$ cat src/rtl/eeprom_bist.sv
// eeprom_bist: built-in self test for an I2C EEPROM behind a byte-wide
// read/write controller. A run writes a pattern into BYTE_N consecutive
// addresses starting at START_ADDR, then reads every byte back and compares.
// Mismatches and missing completions are counted, and the first failing
// address is kept.
//
// Ports
//   clk, rst_n            clock, asynchronous active-low reset
//   start                 one-cycle request to run a test (accepted in IDLE only)
//   pattern_sel, seed     pattern choice and seed, latched when start is accepted
//   i2c_rh_wl             1 = read, 0 = write
//   i2c_exec              one-cycle operation trigger
//   i2c_addr              word address of the current operation
//   i2c_data_w            write data
//   i2c_data_r            read data returned by the controller
//   i2c_done              one-cycle completion from the controller
//   busy                  test in progress
//   done                  one-cycle end-of-test pulse
//   pass                  last test finished with zero errors
//   err_cnt               saturating mismatch + timeout count
//   fail_addr             address of the first error
module eeprom_bist #(
  parameter int ADDR_W     = 16,
  parameter int START_ADDR = 0,
  parameter int BYTE_N     = 256,
  parameter int GAP        = 100,
  parameter int WR_WAIT    = 5000,
  parameter int TIMEOUT    = 65535
) (
  input  logic              clk,
  input  logic              rst_n,
  input  logic              start,
  input  logic [1:0]        pattern_sel,
  input  logic [7:0]        seed,
  output logic              i2c_rh_wl,
  output logic              i2c_exec,
  output logic [ADDR_W-1:0] i2c_addr,
  output logic [7:0]        i2c_data_w,
  input  logic [7:0]        i2c_data_r,
  input  logic              i2c_done,
  output logic              busy,
  output logic              done,
  output logic              pass,
  output logic [15:0]       err_cnt,
  output logic [ADDR_W-1:0] fail_addr
);

  typedef enum logic [3:0] {
    IDLE, W_GAP, W_EXEC, W_DONE, W_TWR, R_GAP, R_EXEC, R_DONE, FINISH
  } state_t;

  localparam logic [ADDR_W-1:0] BASE_ADDR = ADDR_W'(START_ADDR);
  localparam logic [ADDR_W-1:0] LAST_IDX  = ADDR_W'(BYTE_N - 1);
  // Terminal counts; a zero-length wait still costs one cycle in its state.
  localparam logic [31:0] GAP_LAST = (GAP > 0)     ? GAP - 1     : 0;
  localparam logic [31:0] TWR_LAST = (WR_WAIT > 0) ? WR_WAIT - 1 : 0;
  localparam logic [31:0] TO_LAST  = (TIMEOUT > 0) ? TIMEOUT - 1 : 0;

  function automatic logic [7:0] exp_byte(input logic [1:0] sel,
                                          input logic [7:0] sd,
                                          input logic [7:0] a);
    case (sel)
      2'd0:    return a;
      2'd1:    return ~a;
      2'd2:    return a ^ sd;
      default: return sd;
    endcase
  endfunction

  function automatic logic [15:0] sat_inc16(input logic [15:0] v);
    return (v == 16'hFFFF) ? v : v + 16'd1;
  endfunction

  state_t              r_state;
  state_t              w_state_nxt;
  logic [31:0]         r_cnt;
  logic [ADDR_W-1:0]   r_index;
  logic [1:0]          r_pat;
  logic [7:0]          r_seed;
  logic [7:0]          r_data_w;
  logic [15:0]         r_err_cnt;
  logic [ADDR_W-1:0]   r_fail_addr;
  logic                r_pass;

  logic [ADDR_W-1:0]   w_addr;
  logic [7:0]          w_exp;
  logic                w_last;
  logic                w_err;
  logic                w_idx_inc;
  logic                w_idx_clr;
  logic                w_accept;

  // Address wraps naturally at the top of the ADDR_W space.
  assign w_addr   = BASE_ADDR + r_index;
  assign w_exp    = exp_byte(r_pat, r_seed, w_addr[7:0]);
  assign w_last   = (r_index == LAST_IDX);
  assign w_accept = (r_state == IDLE) && start;

  assign i2c_addr   = w_addr;
  assign i2c_data_w = r_data_w;
  assign err_cnt    = r_err_cnt;
  assign fail_addr  = r_fail_addr;
  assign pass       = r_pass;

  always_comb begin
    w_state_nxt = r_state;
    w_err       = 1'b0;
    w_idx_inc   = 1'b0;
    w_idx_clr   = 1'b0;
    i2c_exec    = 1'b0;
    i2c_rh_wl   = 1'b0;
    busy        = 1'b1;
    done        = 1'b0;
    case (r_state)
      IDLE: begin
        busy = 1'b0;
        if (start) w_state_nxt = W_GAP;
      end
      W_GAP: begin
        if (r_cnt >= GAP_LAST) w_state_nxt = W_EXEC;
      end
      W_EXEC: begin
        i2c_exec    = 1'b1;
        w_state_nxt = W_DONE;
      end
      W_DONE: begin
        // A missing completion is charged as an error, then the write
        // sequence carries on as though it had completed.
        if (i2c_done) begin
          w_state_nxt = W_TWR;
        end else if (r_cnt >= TO_LAST) begin
          w_err       = 1'b1;
          w_state_nxt = W_TWR;
        end
      end
      W_TWR: begin
        if (r_cnt >= TWR_LAST) begin
          if (w_last) begin
            w_idx_clr   = 1'b1;
            w_state_nxt = R_GAP;
          end else begin
            w_idx_inc   = 1'b1;
            w_state_nxt = W_GAP;
          end
        end
      end
      R_GAP: begin
        i2c_rh_wl = 1'b1;
        if (r_cnt >= GAP_LAST) w_state_nxt = R_EXEC;
      end
      R_EXEC: begin
        i2c_rh_wl   = 1'b1;
        i2c_exec    = 1'b1;
        w_state_nxt = R_DONE;
      end
      R_DONE: begin
        i2c_rh_wl = 1'b1;
        if (i2c_done || (r_cnt >= TO_LAST)) begin
          // On timeout there is no data to compare; the timeout itself is the error.
          w_err = i2c_done ? (i2c_data_r != w_exp) : 1'b1;
          if (w_last) begin
            w_state_nxt = FINISH;
          end else begin
            w_idx_inc   = 1'b1;
            w_state_nxt = R_GAP;
          end
        end
      end
      FINISH: begin
        i2c_rh_wl   = 1'b1;
        done        = 1'b1;
        w_state_nxt = IDLE;
      end
      default: begin
        w_state_nxt = IDLE;
      end
    endcase
  end

  always_ff @(posedge clk or negedge rst_n) begin
    if (!rst_n) begin
      r_state     <= IDLE;
      r_cnt       <= '0;
      r_index     <= '0;
      r_pat       <= '0;
      r_seed      <= '0;
      r_data_w    <= '0;
      r_err_cnt   <= '0;
      r_fail_addr <= '0;
      r_pass      <= 1'b0;
    end else begin
      r_state <= w_state_nxt;
      // Every wait counter restarts on entry to its state.
      if ((w_state_nxt != r_state) || (r_state == IDLE)) r_cnt <= '0;
      else                                               r_cnt <= r_cnt + 32'd1;

      if (w_accept) begin
        r_pat       <= pattern_sel;
        r_seed      <= seed;
        r_index     <= '0;
        r_err_cnt   <= '0;
        r_fail_addr <= '0;
        r_pass      <= 1'b0;
      end else begin
        if (w_idx_clr)      r_index <= '0;
        else if (w_idx_inc) r_index <= r_index + 1'b1;
        if (w_err) begin
          r_err_cnt <= sat_inc16(r_err_cnt);
          if (r_err_cnt == 16'd0) r_fail_addr <= w_addr;
        end
        if (r_state == FINISH) r_pass <= (r_err_cnt == 16'd0);
      end

      // Loaded while waiting to write so it is stable for the whole write.
      if (r_state == W_GAP) r_data_w <= w_exp;
    end
  end

endmodule

$ cat config.mk
export PLATFORM = sky130hd
export DESIGN_NAME = eeprom_bist
export DESIGN_NICKNAME = d
export VERILOG_FILES = /design/src/rtl/eeprom_bist.sv
export SDC_FILE = /design/constraint.sdc
export NUM_CORES = 1
export LEC_CHECK = 0
export BUFFER_PORTS_ARGS = -buffer_cell sky130_fd_sc_hd__buf_2
export CORE_MARGIN = 8
export CORE_UTILIZATION = 35
export CTS_CLUSTER_SIZE = 16
export DETAILED_ROUTE_END_ITERATION = 8
export SYNTH_ARGS = -nofsm -noshare
export SYNTH_HDL_FRONTEND = slang
export SYNTH_SLANG_ARGS = --single-unit
$ cat constraint.sdc
create_clock -name clk -period 5.47 [get_ports clk]
set_clock_uncertainty 0.1 [all_clocks]
set_input_delay 0.8205 -clock clk [delete_from_list [all_inputs] [get_ports clk]]
set_output_delay 0.8205 -clock clk [all_outputs]
set_load 0.005 [all_outputs]
==> impl_metrics.csv, run 1 <==
group,metric,value,unit
logic_synthesis,ys_ff_latch,103,
final_layout,fill_cells,1493,
detailed_routing,wire_per_inst,16.5,um
timing,tightest_slew,1220,ps
clocking,postCtsSetupBuffers,0,
logic_synthesis,seq_area_frac_synth,47.9,%
global_routing,track_usage,14.6,%
global_routing,grt_pass1_vias,4538,
clocking,clkLatencyLatePin,350,ps
critical_path,arrival,3400,ps
flow_run,cap_violations,0,
placed_design,dp_hpwl,9.90,mm
clocking,post_cts_resized,0,
final_layout,final_cell_mix,"103 x dfrtp_1, 81 x buf_2, 79 x nand2_1, 45 x nor2_1, 26 x inv_1",
final_layout,stdcell_area,6280,um^2
critical_path,cpLargestDelayFamily,"compound AO/OA/AOI/OAI gates",
global_routing,antenna_found_initial,0,
detailed_routing,drt-total-wl,13.8,mm
floorplanning,fp.dieArea,19600,um^2
logic_synthesis,synth-main-ff-cell,"dfrtp_1",
timing,fin_setup_tns,0,ps
floorplanning,rows,45,
timing,min_period,3220,ps
timing,slew_headroom,18.0,%
floorplanning,die_x,140,um
logic_synthesis,async_reset_ff_share,100,%
critical_path,endpoint_kind,"register",
floorplanning,start_util,35.7,%
detailed_routing,drt_iter0_drc,353,
detailed_routing,vias,4386,
critical_path,crit_fanout,11,
clocking,cts_root_buf,"clkbuf_16",
final_layout,layout_commonest_cell,"dfrtp_1",
clocking,clkSlewWorstSetupHoldPaths,70,ps
global_routing,grt_pass1_wl,23.1,mm
power_and_ir_drop,power_density,435,nW/um^2
floorplanning,core,15100,um^2
timing,final-setup-viol-count,0,
power_and_ir_drop,finalPower,2.73,mW
clocking,cts_hold_buf,0,
logic_synthesis,synth_edf_count,0,
final_layout,nets,668,
timing,maxSlewViolCount,0,
critical_path,worst-path-buf-inv,1,
timing,hold_violations,0,
power_and_ir_drop,ir_worst_vdd,0.162,mV
final_layout,diodes,0,
timing,fin_crit_sh,58.8,%
placed_design,place_area,5970,um^2
critical_path,max_stage_delay,610,ps
clocking,cts_max_level,3,
timing,timing.hold.ws,367,ps
critical_path,crit_chain,"inv_1 -> ha_1 -> o211ai_1 -> o41a_1 -> and2_4 -> a2111oi_4 -> nand2_1 -> or4_1 -> a21oi_1",
min_path,hp-class,"input port to asynchronous set/reset pin",
critical_path,worstPathRequired,5650,ps
timing,rsz0062_at_grt,"false",
placed_design,port-buffer-count,82,
logic_synthesis,synthCells,558,
detailed_routing,route.detailed.drc,0,
final_layout,area_delta_synth_final,16.8,%
floorplanning,die_h,140,um
critical_path,cpMaxStageDelayCell,"a2111oi_4",
global_routing,grt-ovfl-total,0,
clocking,clockBufferDepth,2,
critical_path,criticalPathCategory,"register to register",
critical_path,regToRegSetupSlack,2250,ps
detailed_routing,vias_per_cell,5.27,
power_and_ir_drop,leakage,2.83,nW
global_routing,grt_start_max_net_pins,60,
floorplanning,ios,83,
logic_synthesis,syn_avg_cell_area,9.65,um^2
clocking,cts_buffers,9,
critical_path,critPathLaunchType,"register",
clocking,cts_tree,"done",
logic_synthesis,syn_area,5380,um^2
final_layout,drive_above_1_share,20.3,%
logic_synthesis,synth_cell_type_count,57,
detailed_routing,firstDrtPassIters,4,
clocking,clkSinkCount,103,
outcome,status,"completed",
timing,fmax,311,MHz
placed_design,place_congestion,0.866,
logic_synthesis,yosys_warnings,0,
final_layout,fin_util,41.7,%
detailed_routing,final_antenna_net_count,0,
state kept, by name, summed over array words and instances, names as in the netlist:
name,count
err_cnt,16
fail_addr,16
i2c_data_w,8
pass,1
r_cnt,32
r_index,16
r_pat,2
r_seed,8
r_state,4
synthesized netlist by cell type, types with 3 or more instances:
master,instances,area (um^2)
o2111ai_1,3,26.3
nand3_1,22,110
o31ai_1,6,45.0
a21o_1,3,22.5
or2_2,3,18.8
and4_1,7,61.3
a31oi_1,3,18.8
nand4_1,13,81.3
dfrtp_1,103,2580
o41ai_1,3,26.3
buf_4,7,52.6
buf_2,3,15.0
mux2i_1,23,230
nand2b_1,7,43.8
o221ai_1,6,52.6
ha_1,6,75.1
clkbuf_1,16,60.1
o211ai_1,16,120
xor2_1,16,140
inv_1,26,97.6
and3_1,7,43.8
nor3_1,13,65.1
o21ai_0,9,45.0
nor2b_1,7,43.8
mux2_2,8,90.1
nand2_1,79,297
nor2_1,45,169
nor4b_1,3,26.3
and2_1,3,18.8
or3b_2,6,52.6
a21oi_1,12,60.1
or4_1,3,22.5
or3_1,6,37.5
xnor2_1,17,149
nor4_1,15,93.8
o21a_1,4,30.0
worst paths after layout:
path,startpoint,end,cells past startpoint
max,r_cnt[0]$_DFF_PN0_,err_cnt[9]$_DFFE_PN0P_,9
max in group asynchronous,rst_n,err_cnt[5]$_DFFE_PN0P_,2
min,rst_n,r_cnt[29]$_DFF_PN0_,1
max reg2reg,r_cnt[0]$_DFF_PN0_,err_cnt[9]$_DFFE_PN0P_,9
min reg2reg,r_seed[7]$_DFFE_PN0P_,r_seed[7]$_DFFE_PN0P_,2
min in group clk,r_seed[7]$_DFFE_PN0P_,r_seed[7]$_DFFE_PN0P_,2
worst register-to-register path, delay by kind of cell (launching register included):
family / cells / cell delay (ps)
buffers and inverters: 1 / 90
AND/OR/NAND/NOR: 3 / 1150
AO/OA/AOI/OAI: 4 / 1240
flip-flops: 1 / 440
adder cells (fa/ha/maj): 1 / 140
per-layer routing:
metal / vias up / track usage (%) / wire [um]
met5: - / 0 / 0
met4: 0 / 7.49 / 175
met3: 8 / 2.48 / 413
met2: 89 / 23.7 / 6950
met1: 2167 / 18.4 / 6230
li1: 2122 / - / -
kinds of logic after synthesis:
family                   synth area share [%]
AND/OR/NAND/NOR                          24.2
flip-flops                               47.9
AO/OA/AOI/OAI                            10.4
buffers and inverters                    4.74
XOR/XNOR                                 5.37
multiplexers                             5.95
adder cells (fa/ha/maj)                  1.39
other                                  0.0697
stage by stage:
step	setup slack (ps)	cells
after floorplan	2640	572
after global placement	2360	817
after detailed placement	2250	817
after CTS	2250	833
after global routing	1910	833
final	2250	833
report_power, final:
group	total [mW]	leakage, nW	internal (mW)	switching (mW)
logic	0.928	1.32	0.402	0.526
registers	1.13	1.36	0.918	0.209
clock network	0.676	0.149	0.383	0.293
total	2.73	2.83	1.70	1.03
layout make-up:
class                      instances  area (um^2)  area share [%]
clock buffer                      11          253            4.02
inverter                          26         97.6            1.55
timing repair buffer              87          450            7.17
multi-input combinational        413         2610            41.5
tap                              188          235            3.74
clock inverter                     5         62.6           0.995
sequential                       103         2580            41.0
No activity file was read; power rests on OpenSTA's default activity.
==> inputs of run 2 (changes only) <==
==> constraint.sdc (replaced) <==
create_clock -name clk -period 3.21 [get_ports clk]
set_clock_uncertainty 0.1 [all_clocks]
set_input_delay 0.4815 -clock clk [delete_from_list [all_inputs] [get_ports clk]]
set_output_delay 0.4815 -clock clk [all_outputs]
set_load 0.005 [all_outputs]
==> impl_metrics.csv, run 2 (synthesis results as in run 1) <==
group,metric,value,unit
outcome,status,"completed",
clocking,cts_root_buf,"clkbuf_16",
floorplanning,ios,83,
critical_path,worst-path-buf-inv,0,
critical_path,timing.rr.end,"fail_addr[9]$_DFFE_PN0P_",
critical_path,cpMaxStageDelayCell,"and3_2",
timing,tightest_slew,824,ps
placed_design,dp_hpwl,10.3,mm
final_layout,multi_input_area,2610,um^2
power_and_ir_drop,leakage,2.91,nW
final_layout,diodes,0,
timing,timing.hold.ws,128,ps
critical_path,startpoint,"r_cnt[8]$_DFF_PN0_",
timing,min_period,2920,ps
clocking,cts_max_level,3,
timing,rsz0062_at_grt,"false",
final_layout,largest_register_ffs,32,
timing,hold_violations,0,
placed_design,place_congestion,0.824,
global_routing,grt_pass1_wl,23.3,mm
clocking,cts_hold_buf,0,
floorplanning,die_h,140,um
power_and_ir_drop,power_frac_comb,35.3,%
critical_path,cpLargestDelayFamily,"simple AND/OR/NAND/NOR gates",
final_layout,regArea,2580,um^2
floorplanning,fp.dieArea,19600,um^2
detailed_routing,drt_iter0_drc,357,
min_path,hp-class,"input port to asynchronous set/reset pin",
final_layout,drive_above_1_share,21.7,%
critical_path,regToRegSetupSlack,290,ps
timing,final-setup-viol-count,0,
timing,fin_setup_tns,0,ps
critical_path,reg2reg_depth,6,
power_and_ir_drop,p_sw_share,36.3,%
clocking,clkLatencyLatePin,350,ps
floorplanning,core,15100,um^2
power_and_ir_drop,p_int,3.08,mW
final_layout,nets,681,
final_layout,area_delta_synth_final,19.0,%
critical_path,max_stage_delay,630,ps
floorplanning,start_util,35.7,%
detailed_routing,firstDrtPassIters,5,
detailed_routing,route.detailed.drc,0,
detailed_routing,vias,4423,
final_layout,final_cell_mix,"103 x dfrtp_1, 81 x buf_2, 79 x nand2_1, 45 x nor2_1, 26 x inv_1",
global_routing,grt_start_max_net_pins,65,
global_routing,antenna_found_initial,0,
power_and_ir_drop,ir_worst_vdd,0.358,mV
timing,fin_crit_sh,91.1,%
critical_path,cp_num_cells,6,
critical_path,timing.rr.start,"r_cnt[8]$_DFF_PN0_",
final_layout,fin_util,42.4,%
power_and_ir_drop,power_density,755,nW/um^2
floorplanning,rows,45,
critical_path,criticalPathCategory,"register to register",
power_and_ir_drop,p_clk_share,25.7,%
placed_design,port-buffer-count,82,
critical_path,crit_fanout,16,
flow_run,cap_violations,0,
critical_path,critPathLaunchType,"register",
final_layout,fill_cells,1517,
critical_path,worstPathRequired,3380,ps
detailed_routing,vias_per_cell,5.23,
clocking,post_cts_resized,0,
global_routing,grt-ovfl-total,0,
clocking,clockBufferDepth,2,
detailed_routing,wire_per_inst,16.7,um
detailed_routing,drt-total-wl,14.1,mm
final_layout,regMostFlops,"r_cnt",
clocking,cts_buffers,9,
timing,fmax,342,MHz
critical_path,endpoint_kind,"register",
detailed_routing,final_antenna_net_count,0,
final_layout,layout_commonest_cell,"dfrtp_1",
global_routing,grt_pass1_vias,4478,
clocking,cts_tree,"done",
timing,maxSlewViolCount,0,
critical_path,arrival,3100,ps
clocking,clkSinkCount,103,
power_and_ir_drop,power_frac_seq,39.0,%
clocking,postCtsSetupBuffers,0,
clocking,clkSlewWorstSetupHoldPaths,70,ps
power_and_ir_drop,finalPower,4.84,mW
global_routing,track_usage,14.7,%
power_and_ir_drop,p_switching,1.75,mW
critical_path,crit_path_end,"fail_addr[9]$_DFFE_PN0P_",
floorplanning,die_x,140,um
critical_path,crit_chain,"nand4_1 -> o41a_1 -> and2_4 -> a2111oi_4 -> and3_2 -> mux2i_1",
timing,slew_headroom,45.1,%
## run 2: changes by cell type in the layout (fill, tap and decap cells not counted)
cell / delta
clkbuf_1: +1
clkinv_2: +2
clkbuf_8: -2
buf_4: +13
clkinv_4: +1
inv_6: -2
bufinv_16: +2
clkinvlp_4: -2
## run 2: how the worst min path moves through the flow
stage	start	end	slack [ps]
finish	rst_n	r_cnt[25]$_DFF_PN0_	130
global route	rst_n	r_cnt[25]$_DFF_PN0_	190
CTS	rst_n	r_cnt[23]$_DFF_PN0_	160
detailed placement	r_seed[0]$_DFFE_PN0P_	r_seed[0]$_DFFE_PN0P_	380
global placement	r_seed[0]$_DFFE_PN0P_	r_seed[0]$_DFFE_PN0P_	380
floorplan	rst_n	err_cnt[0]$_DFFE_PN0P_	90
## run 2: through the flow
stage          area (um^2)  setup WS (ps)  instances
6_report              6400            286        846
5_1_grt               6400           69.0        846
4_1_cts               6400            279        846
3_5_place_dp          6070            297        830
3_3_place_gp          6070            397        830
2_1_floorplan         5440            384        572
## run 2: routing by layer
| metal | wire length, um | GRT usage, % | part of all wire [%] |
|---|---|---|---|
| met1 | 6380 | 18.4 | 45 |
| met2 | 6930 | 24.7 | 49 |
| met3 | 573 | 2.58 | 4.1 |
| met4 | 248 | 5.94 | 1.8 |
| met5 | 0 | 0 | 0 |
## run 2: power groups by stage
stage                     Sequential [mW]  Clock, mW  Combinational [mW]
final                                1.89       1.25                1.71
after global routing                 1.94       1.32                1.91
after CTS                            1.88       1.27                1.74
after detailed placement             1.90          0                1.73
after global placement               1.89          0                1.69
after floorplan                      1.79          0                1.18
## run 2: cell type report
class,count,share of cell area [%]
tap,188,3.67
clock buffer,10,3.57
clock inverter,6,1.70
timing repair buffer,100,8.56
sequential,103,40.2
inverter,26,1.52
multi-input combinational,413,40.7
==> inputs of run 3 (changes only) <==
--- a/config.mk
+++ b/config.mk
@@ -7,9 +7,10 @@
 export LEC_CHECK = 0
 export BUFFER_PORTS_ARGS = -buffer_cell sky130_fd_sc_hd__buf_2
 export CORE_MARGIN = 8
-export CORE_UTILIZATION = 35
+export CORE_UTILIZATION = 57
 export CTS_CLUSTER_SIZE = 16
 export DETAILED_ROUTE_END_ITERATION = 8
+export PLACE_DENSITY = 0.8
 export SYNTH_ARGS = -nofsm -noshare
 export SYNTH_HDL_FRONTEND = slang
 export SYNTH_SLANG_ARGS = --single-unit
==> impl_metrics.csv, run 3 (synthesis results as in run 1) <==
group,metric,value,unit
outcome,status,"completed",
critical_path,timing.rr.end,"err_cnt[7]$_DFFE_PN0P_",
clocking,clkSlewWorstSetupHoldPaths,100,ps
detailed_routing,vias_per_cell,5.97,
power_and_ir_drop,p_switching,1.75,mW
clocking,cts_tree,"done",
floorplanning,fp.dieArea,12800,um^2
clocking,postCtsSetupBuffers,0,
global_routing,track_usage,20.8,%
detailed_routing,vias,4554,
placed_design,dp_hpwl,9.51,mm
clocking,cts_hold_buf,0,
critical_path,criticalPathCategory,"register to register",
critical_path,endpoint_kind,"register",
final_layout,regMostFlops,"r_cnt",
final_layout,largest_register_ffs,32,
power_and_ir_drop,p_sw_share,40.4,%
critical_path,reg2reg_depth,8,
floorplanning,core,9200,um^2
final_layout,area_delta_synth_final,13.8,%
critical_path,arrival,3130,ps
timing,final-setup-viol-count,0,
global_routing,grt_start_max_net_pins,57,
timing,min_period,3000,ps
timing,fin_crit_sh,93.4,%
detailed_routing,wire_per_inst,17.2,um
detailed_routing,drt_iter0_drc,330,
critical_path,critPathLaunchType,"register",
placed_design,place_congestion,0.876,
timing,timing.hold.ws,26.5,ps
timing,fin_setup_tns,0,ps
critical_path,timing.rr.start,"r_pat[0]$_DFFE_PN0P_",
placed_design,port-buffer-count,82,
final_layout,nets,675,
detailed_routing,final_antenna_net_count,0,
clocking,cts_buffers,9,
detailed_routing,route.detailed.drc,0,
timing,slew_headroom,36.0,%
global_routing,antenna_found_initial,0,
flow_run,cap_violations,0,
floorplanning,die_x,113,um
power_and_ir_drop,p_clk_share,18.0,%
clocking,clockBufferDepth,2,
power_and_ir_drop,ir_worst_vdd,0.350,mV
detailed_routing,drt-total-wl,13.1,mm
global_routing,grt-ovfl-total,0,
final_layout,final_cell_mix,"103 x dfrtp_1, 81 x buf_2, 79 x nand2_1, 45 x nor2_1, 26 x inv_1",
timing,rsz0062_at_grt,"false",
floorplanning,ios,83,
clocking,post_cts_resized,0,
global_routing,grt_pass1_vias,4545,
clocking,clkSinkCount,103,
timing,fmax,333,MHz
critical_path,crit_fanout,15,
power_and_ir_drop,power_frac_seq,44.1,%
final_layout,layout_commonest_cell,"dfrtp_1",
power_and_ir_drop,leakage,2.82,nW
floorplanning,rows,35,
floorplanning,start_util,58.5,%
clocking,clkLatencyLatePin,360,ps
critical_path,regToRegSetupSlack,210,ps
min_path,hp-class,"input port to asynchronous set/reset pin",
final_layout,fill_cells,744,
final_layout,drive_above_1_share,21.2,%
floorplanning,die_h,113,um
detailed_routing,firstDrtPassIters,5,
timing,hold_violations,0,
power_and_ir_drop,power_frac_comb,37.9,%
global_routing,grt_pass1_wl,21.9,mm
critical_path,worstPathRequired,3340,ps
power_and_ir_drop,p_int,2.59,mW
timing,tightest_slew,957,ps
power_and_ir_drop,power_density,709,nW/um^2
clocking,cts_root_buf,"clkbuf_8",
final_layout,diodes,0,
clocking,cts_max_level,3,
timing,maxSlewViolCount,0,
==> run 3: cell types whose count changed in the layout (fill, tap and decap cells not counted), sizes merged <==
cell	delta
clkbuf	-1
inv	+4
buf	-6
bufinv	-3
==> run 3: final cells by class <==
| type | count | area (um^2) | share of cell area (%) |
|---|---|---|---|
| inverter | 26 | 97.6 | 1.59 |
| multi-input combinational | 413 | 2610 | 42.6 |
| clock buffer | 9 | 124 | 2.02 |
| tap | 111 | 139 | 2.27 |
| clock inverter | 7 | 62.6 | 1.02 |
| timing repair buffer | 94 | 515 | 8.42 |
| sequential | 103 | 2580 | 42.1 |
==> run 3: power groups by stage <==
stage	sequential (mW)	clock (mW)	combinational, mW
floorplan	1.79	0	1.18
global placement	1.91	0	1.60
detailed placement	1.92	0	1.64
CTS	1.90	0.799	1.65
global route	1.95	0.846	1.83
finish	1.92	0.781	1.64
==> run 3: metrics by stage <==
stage / util, % / power, mW / cells / area [um^2] / setup slack, ps
4_1_cts: 66.6 / 4.35 / 763 / 6120 / 224
5_1_grt: 66.6 / 4.63 / 763 / 6120 / 39.8
6_report: 66.6 / 4.34 / 763 / 6120 / 211
3_3_place_gp: 64.6 / 3.50 / 747 / 5940 / 418
2_1_floorplan: - / 2.97 / 572 / 5440 / 384
3_5_place_dp: 64.6 / 3.57 / 747 / 5940 / 256
==> run 3: worst max-delay path, cell delays in order (launching register included) <==
cell,delay [ps]
dfrtp_1,570
or3b_2,530
o221ai_1,130
xor2_1,110
nor4_1,440
and4b_1,560
buf_4,220
nor3_1,60
mux2i_1,140
==> run 3: how the worst max path moves through the flow <==
| stage | startpoint | to | slack, ps |
|---|---|---|---|
| final | r_pat[0]$_DFFE_PN0P_ | err_cnt[7]$_DFFE_PN0P_ | 210 |
| after global routing | r_pat[0]$_DFFE_PN0P_ | fail_addr[9]$_DFFE_PN0P_ | 40 |
| after global placement | r_pat[0]$_DFFE_PN0P_ | fail_addr[4]$_DFFE_PN0P_ | 420 |
| after floorplan | r_cnt[0]$_DFF_PN0_ | err_cnt[14]$_DFFE_PN0P_ | 380 |
| after detailed placement | r_pat[0]$_DFFE_PN0P_ | err_cnt[7]$_DFFE_PN0P_ | 260 |
| after CTS | r_pat[0]$_DFFE_PN0P_ | fail_addr[4]$_DFFE_PN0P_ | 220 |
==> run 3: routing by layer <==
layer | global-route usage [%] | share of wire (%)
met3 | 3.51 | 5.7
met5 | 0 | 0
met1 | 26.8 | 43
met2 | 34.6 | 49
met4 | 7.19 | 1.5
